**src/rtl/mul_div_if.sv**
```systemverilog
`default_nettype none
// ============================================================================
// Module  : mul_div_if
// Brief   : Handshake and operand/result bundle for the iterative mul/div unit.
// Revision: 1.0
// ============================================================================
interface mul_div_if #(
    parameter int DATA_WIDTH = 32
);
    logic                  start;
    logic [1:0]            op;
    logic [DATA_WIDTH-1:0] src_a;
    logic [DATA_WIDTH-1:0] src_b;
    logic                  mthi_en;
    logic                  mtlo_en;
    logic                  busy;
    logic                  done;
    logic [DATA_WIDTH-1:0] hi;
    logic [DATA_WIDTH-1:0] lo;

    modport master (
        output start, op, src_a, src_b, mthi_en, mtlo_en,
        input  busy, done, hi, lo
    );

    modport slave (
        input  start, op, src_a, src_b, mthi_en, mtlo_en,
        output busy, done, hi, lo
    );
endinterface
`default_nettype wire

```
**src/rtl/mul_div_unit.sv**
```systemverilog
`default_nettype none
// ============================================================================
// Module  : mul_div_unit
// Brief   : Iterative shift-add multiply / restoring divide with HI/LO registers.
// Revision: 1.0
// ============================================================================
module mul_div_unit #(
    parameter int DATA_WIDTH = 32
) (
    input  logic         clk,
    input  logic         rst,
    mul_div_if.slave     bus
);
    localparam int W     = DATA_WIDTH;
    localparam int CNT_W = $clog2(DATA_WIDTH + 1);
    localparam logic [CNT_W-1:0] LAST_ITER = CNT_W'(DATA_WIDTH);

    typedef enum logic [1:0] {
        S_IDLE = 2'd0,
        S_RUN  = 2'd1,
        S_FIN  = 2'd2
    } state_t;

    state_t             r_state;
    logic               r_busy;
    logic               r_done;
    logic [W-1:0]       r_hi;
    logic [W-1:0]       r_lo;
    logic [2*W-1:0]     r_acc;
    logic [W-1:0]       r_opnd;
    logic [CNT_W-1:0]   r_cnt;
    logic               r_is_div;
    logic               r_neg_res;
    logic               r_neg_rem;
    logic               r_b_zero;

    logic               w_accept;
    logic               w_a_neg;
    logic               w_b_neg;
    logic [W-1:0]       w_mag_a;
    logic [W-1:0]       w_mag_b;
    logic [W:0]         w_add;
    logic [2*W-1:0]     w_mul_next;
    logic [W:0]         w_rem;
    logic               w_ge;
    logic [W-1:0]       w_diff;
    logic [2*W-1:0]     w_div_next;
    logic [2*W-1:0]     w_prod;
    logic [W-1:0]       w_quot;
    logic [W-1:0]       w_remd;

    assign w_accept = bus.start && !r_busy;
    assign w_a_neg  = bus.op[0] & bus.src_a[W-1];
    assign w_b_neg  = bus.op[0] & bus.src_b[W-1];
    assign w_mag_a  = w_a_neg ? (~bus.src_a + 1'b1) : bus.src_a;
    assign w_mag_b  = w_b_neg ? (~bus.src_b + 1'b1) : bus.src_b;

    // Multiply: upper half accumulates the multiplicand, whole register shifts right.
    assign w_add      = {1'b0, r_acc[2*W-1:W]} + {1'b0, (r_acc[0] ? r_opnd : {W{1'b0}})};
    assign w_mul_next = {w_add, r_acc[W-1:1]};

    // Divide: the shifted partial remainder needs W+1 bits before the trial subtract.
    assign w_rem      = r_acc[2*W-1:W-1];
    assign w_ge       = (w_rem >= {1'b0, r_opnd});
    assign w_diff     = w_rem[W-1:0] - r_opnd;
    assign w_div_next = w_ge ? {w_diff, r_acc[W-2:0], 1'b1} : {r_acc[2*W-2:0], 1'b0};

    assign w_prod = r_neg_res ? (~r_acc + 1'b1) : r_acc;
    assign w_quot = r_b_zero  ? {W{1'b1}}
                  : (r_neg_res ? (~r_acc[W-1:0] + 1'b1) : r_acc[W-1:0]);
    assign w_remd = r_neg_rem ? (~r_acc[2*W-1:W] + 1'b1) : r_acc[2*W-1:W];

    always_ff @(posedge clk or negedge rst) begin
        if (!rst) begin
            r_state   <= S_IDLE;
            r_busy    <= 1'b0;
            r_done    <= 1'b0;
            r_hi      <= '0;
            r_lo      <= '0;
            r_acc     <= '0;
            r_opnd    <= '0;
            r_cnt     <= '0;
            r_is_div  <= 1'b0;
            r_neg_res <= 1'b0;
            r_neg_rem <= 1'b0;
            r_b_zero  <= 1'b0;
        end else begin
            r_done <= 1'b0;
            if (!r_busy) begin
                if (bus.mthi_en) r_hi <= bus.src_a;
                if (bus.mtlo_en) r_lo <= bus.src_a;
            end
            case (r_state)
                S_IDLE, S_FIN: begin
                    if (w_accept) begin
                        r_state   <= S_RUN;
                        r_busy    <= 1'b1;
                        r_cnt     <= '0;
                        r_is_div  <= bus.op[1];
                        r_neg_res <= w_a_neg ^ w_b_neg;
                        r_neg_rem <= bus.op[1] & w_a_neg;
                        r_b_zero  <= bus.op[1] & (bus.src_b == '0);
                        r_acc     <= bus.op[1] ? {{W{1'b0}}, w_mag_a} : {{W{1'b0}}, w_mag_b};
                        r_opnd    <= bus.op[1] ? w_mag_b : w_mag_a;
                    end else begin
                        r_state <= S_IDLE;
                    end
                end
                S_RUN: begin
                    if (r_cnt == LAST_ITER) begin
                        r_state <= S_FIN;
                        r_busy  <= 1'b0;
                        r_done  <= 1'b1;
                        r_hi    <= r_is_div ? w_remd : w_prod[2*W-1:W];
                        r_lo    <= r_is_div ? w_quot : w_prod[W-1:0];
                    end else begin
                        r_acc <= r_is_div ? w_div_next : w_mul_next;
                        r_cnt <= r_cnt + 1'b1;
                    end
                end
                default: begin
                    r_state <= S_IDLE;
                    r_busy  <= 1'b0;
                end
            endcase
        end
    end

    assign bus.busy = r_busy;
    assign bus.done = r_done;
    assign bus.hi   = r_hi;
    assign bus.lo   = r_lo;
endmodule
`default_nettype wire

```
**src/flat_wrapper.sv**
```systemverilog
// flat-port wrapper written by rule: the top's interface ports become plain ports
module mul_div_unit_flat 
#(
    parameter int DATA_WIDTH = 32
)
  (clk, rst, bus_start, bus_op, bus_src_a, bus_src_b, bus_mthi_en, bus_mtlo_en, bus_busy, bus_done, bus_hi, bus_lo);
  mul_div_if #(.DATA_WIDTH(DATA_WIDTH)) bus_i ();
  input  logic clk;
  input  logic rst;
  input wire logic [$bits(bus_i.start)-1:0] bus_start;
  input wire logic [$bits(bus_i.op)-1:0] bus_op;
  input wire logic [$bits(bus_i.src_a)-1:0] bus_src_a;
  input wire logic [$bits(bus_i.src_b)-1:0] bus_src_b;
  input wire logic [$bits(bus_i.mthi_en)-1:0] bus_mthi_en;
  input wire logic [$bits(bus_i.mtlo_en)-1:0] bus_mtlo_en;
  output wire logic [$bits(bus_i.busy)-1:0] bus_busy;
  output wire logic [$bits(bus_i.done)-1:0] bus_done;
  output wire logic [$bits(bus_i.hi)-1:0] bus_hi;
  output wire logic [$bits(bus_i.lo)-1:0] bus_lo;
  assign bus_i.start = bus_start;
  assign bus_i.op = bus_op;
  assign bus_i.src_a = bus_src_a;
  assign bus_i.src_b = bus_src_b;
  assign bus_i.mthi_en = bus_mthi_en;
  assign bus_i.mtlo_en = bus_mtlo_en;
  assign bus_busy = bus_i.busy;
  assign bus_done = bus_i.done;
  assign bus_hi = bus_i.hi;
  assign bus_lo = bus_i.lo;
  mul_div_unit #(.DATA_WIDTH(DATA_WIDTH)) u_core (.clk(clk), .rst(rst), .bus(bus_i));
endmodule
```
**config.mk**
```make
export PLATFORM = sky130hd
export DESIGN_NAME = mul_div_unit_flat
export DESIGN_NICKNAME = d
export VERILOG_FILES = /design/src/rtl/mul_div_if.sv /design/src/rtl/mul_div_unit.sv /design/src/flat_wrapper.sv
export SDC_FILE = /design/constraint.sdc
export NUM_CORES = 1
export LEC_CHECK = 0
export BUFFER_PORTS_ARGS = -buffer_cell sky130_fd_sc_hd__buf_2
export CAP_MARGIN = 20
export CORE_MARGIN = 10
export CORE_UTILIZATION = 30
export CTS_CLUSTER_DIAMETER = 100
export DETAILED_ROUTE_END_ITERATION = 16
export GPL_TIMING_DRIVEN = 1
export PLACE_DENSITY_LB_ADDON = 0.2
export SLEW_MARGIN = 20
export SYNTH_ARGS = -nofsm -noshare
export SYNTH_HDL_FRONTEND = slang
export SYNTH_SLANG_ARGS = --single-unit
```
**constraint.sdc**
```tcl
create_clock -name clk -period 4.3 [get_ports clk]
set_input_delay 0.43 -clock clk [delete_from_list [all_inputs] [get_ports clk]]
set_output_delay 0.43 -clock clk [all_outputs]
set_load 0.03 [all_outputs]
```
==> impl_metrics.json <==
{
  "synth-simple-area-share_pct": 19.0,
  "drtIter0Drc": 1367,
  "cts_sinks": 174,
  "synthArstFlopShare_pct": 100,
  "outcome": "complete, no violations",
  "fin_nets": 2159,
  "dp_hpwl_mm": 48.8,
  "layout_commonest_cell": "nand2_1",
  "synth-edff-count": 0,
  "drtPass1Iterations": 5,
  "worst_pin_slew_ps": 1100,
  "final_layout_size_suffix_gt1_share_pct": 13.4,
  "synth_mux_area_share_pct": 4.73,
  "post_cts_buffers": 0,
  "yosys.area_share.adder_pct": 6.00,
  "clock_latency_ps": 470,
  "fillers": 5363,
  "die_w_um": 246,
  "power_w": 0.0162,
  "regArea_um2": 4360,
  "crit_arrival_ps": 4320,
  "worst-path-max-fanout": 18,
  "hold_viol": 0,
  "antenna_found_initial": 1,
  "die_h_um": 246,
  "cellPowerDensity_nw_per_um2": 939,
  "yosys_warnings": 0,
  "syn_area_um2": 15300,
  "clockBufferDepth": 2,
  "clock.fmax_mhz": 253,
  "syn_to_final_growth_pct": 13.3,
  "cp-end-kind": "flip-flop",
  "hold_slack_ps": 90.7,
  "ant_nets": 0,
  "ys_ff_latch": 174,
  "slew_violations": 0,
  "p_leak_nw": 7.42,
  "root_buffer": "clkbuf_16",
  "vias_per_cell": 5.69,
  "ys_types": 82,
  "final_cell_mix": "244 x nand2_1, 173 x dfrtp_1, 168 x nor2_1",
  "vias": 15370,
  "grt_pass1_vias": 14613,
  "grt_start_max_net_pins": 102,
  "regToRegStartpoint": "u_core.r_acc[0]",
  "cp-startpoint": "u_core.r_acc[0]",
  "routedWlPerCell_um": 23.7,
  "swShare_pct": 54.4,
  "gp_congestion": 0.967,
  "synthesis.nets": 2088,
  "synth-xor-area-share_pct": 9.86,
  "cts_tree": "yes",
  "track_usage_pct": 20.6,
  "combPwrFrac_pct": 68.9,
  "worstPathRequired_ps": 4670,
  "synthFlopType": "dfrtp_1",
  "pre_cts_slack_ps": 439,
  "timing.slew.headroom_pct": 26.6,
  "cts_resized": 0,
  "finalWorstSetupSlack_ps": 352,
  "fp.dieArea_um2": 60300,
  "ir_worst_vdd_uv": 368,
  "port_buffers": 136,
  "finClkSkew_ps": 13.6,
  "synth_compound_area_share_pct": 26.6,
  "worstSetupPathType": "reg2reg",
  "start_util_pct": 30.4,
  "synth_top_family_by_area": "compound AO/OA/AOI/OAI gates",
  "yosysSeqAreaShare_pct": 28.5,
  "cts_max_level": 4,
  "n_antenna_cell": 0,
  "numCtsBuffers": 17,
  "grt_overflow": 0,
  "avgSynthCellArea_um2": 7.85,
  "syn_inst": 1945,
  "drt-total-wl_mm": 63.9,
  "drc_errors": 0,
  "postCtsHoldBufs": 0,
  "pwr-share-clk_pct": 10.2,
  "grt_pass1_wl_mm": 95.3,
  "ff2ff_path_depth": 12,
  "p_int_w": 0.00741,
  "power.share.sequential_pct": 20.9,
  "timing.final.crit_share_pct": 91.8,
  "utilization_pct": 34.4,
  "rsz0062_at_grt": "no",
  "min_path_type": "in2async",
  "io_pins": 137,
  "finalSetupViolations": 0,
  "period_needed_ps": 3950,
  "placementRows": 82,
  "drv_cap": 0,
  "core_um2": 50300,
  "cts.clk_slew.worst_paths_ps": 70,
  "setup_tns_ps": 0,
  "critPathLaunchType": "flip-flop",
  "p_switching_w": 0.00883,
  "multiInputGateArea_um2": 10100
}
-- sequential cells by signal, summed over array words and instances, names as in the netlist --
signal	count
u_core.r_state	2
u_core.r_neg_res	1
u_core.bus.busy	1
u_core.r_cnt	6
u_core.r_b_zero	1
u_core.r_opnd	32
u_core.r_acc	64
u_core.bus.hi	32
u_core.r_neg_rem	1
u_core.bus.done	1
u_core.r_is_div	1
u_core.bus.lo	32
-- through the flow --
stage,area (um2),cells
2_1_floorplan,15300,1945
3_3_place_gp,16700,2669
3_5_place_dp,16700,2669
4_1_cts,17300,2701
5_1_grt,17300,2701
6_report,17300,2701
-- layout make-up --
cell class	instances	share of cell area, %
multi-input cells	1562	58.6
repair buffers	191	6.44
flip-flops and latches	174	25.2
inverters	70	1.52
clock buffers	19	2.50
clock inverters	13	0.904
well taps	672	4.86
-- cell usage after synthesis, types with 12 or more instances --
library cell / instances / area share [%]
or4_1: 12 / 0.59
o21ai_0: 129 / 4.2
inv_1: 67 / 1.6
o41ai_1: 12 / 0.69
xor2_1: 100 / 5.7
a211oi_1: 23 / 1.1
nor2b_1: 12 / 0.49
o221ai_1: 27 / 1.5
nand3_1: 33 / 1.1
nand2_1: 244 / 6.0
a21o_1: 32 / 1.6
xnor2_1: 72 / 4.1
dfrtp_1: 174 / 29
clkbuf_1: 121 / 3.0
a21oi_1: 164 / 5.4
a32oi_1: 32 / 1.8
o211ai_1: 18 / 0.88
o21ai_1: 66 / 2.2
o31ai_1: 28 / 1.4
nor2_1: 170 / 4.2
a31oi_1: 15 / 0.61
mux2i_1: 62 / 4.1
nor4_1: 12 / 0.49
or3_1: 15 / 0.61
ha_1: 70 / 5.7
nand4_1: 16 / 0.66
nor3_1: 41 / 1.3
-- final timing paths --
check	end	slack, ps
min in group clk	u_core.r_neg_res	300
max reg2reg	u_core.r_acc[61]	350
min reg2reg	u_core.r_opnd[6]	490
min	u_core.r_acc[47]	90
max in group asynchronous	u_core.bus.lo[14]	3240
max	u_core.r_acc[61]	350
-- kinds of logic after synthesis --
| logic type | after synthesis |
|---|---|
| flops | 174 |
| mux | 71 |
| xor+xnor | 172 |
| simple gates | 616 |
| fa+ha+maj | 72 |
| buf+inv | 209 |
| compound gates | 631 |
-- worst max-delay path, cell delays in order (launching register included) --
cell and delay [ps]:
dfrtp_1 440, inv_1 540, buf_4 380, nor2_1 100
ha_1 440, nand4_1 210, nor2_1 170, nand2_1 70
o2111ai_1 420, a21oi_1 140, a211oi_1 350, mux2_2 380
o31ai_1 190
-- routing by layer --
metal	global-route usage, %	wire length [um]	vias to the layer above	part of all wire [%]
met5	0	12	-	0.019
li1	-	-	7167	-
met2	33.8	29800	596	47
met4	9.17	2620	2	4.1
met3	2.37	3500	117	5.5
met1	26.8	27900	7488	44
-- power groups by stage --
stage	sequential, W	clock [W]	combinational, W
after global placement	0.00337	0	0.0110
after global routing	0.00348	0.00175	0.0122
after detailed placement	0.00339	0	0.0110
after CTS	0.00336	0.00169	0.0111
final	0.00339	0.00166	0.0112
after floorplan	0.00365	0	0.00722
No activity file was read; power rests on OpenSTA's default activity.
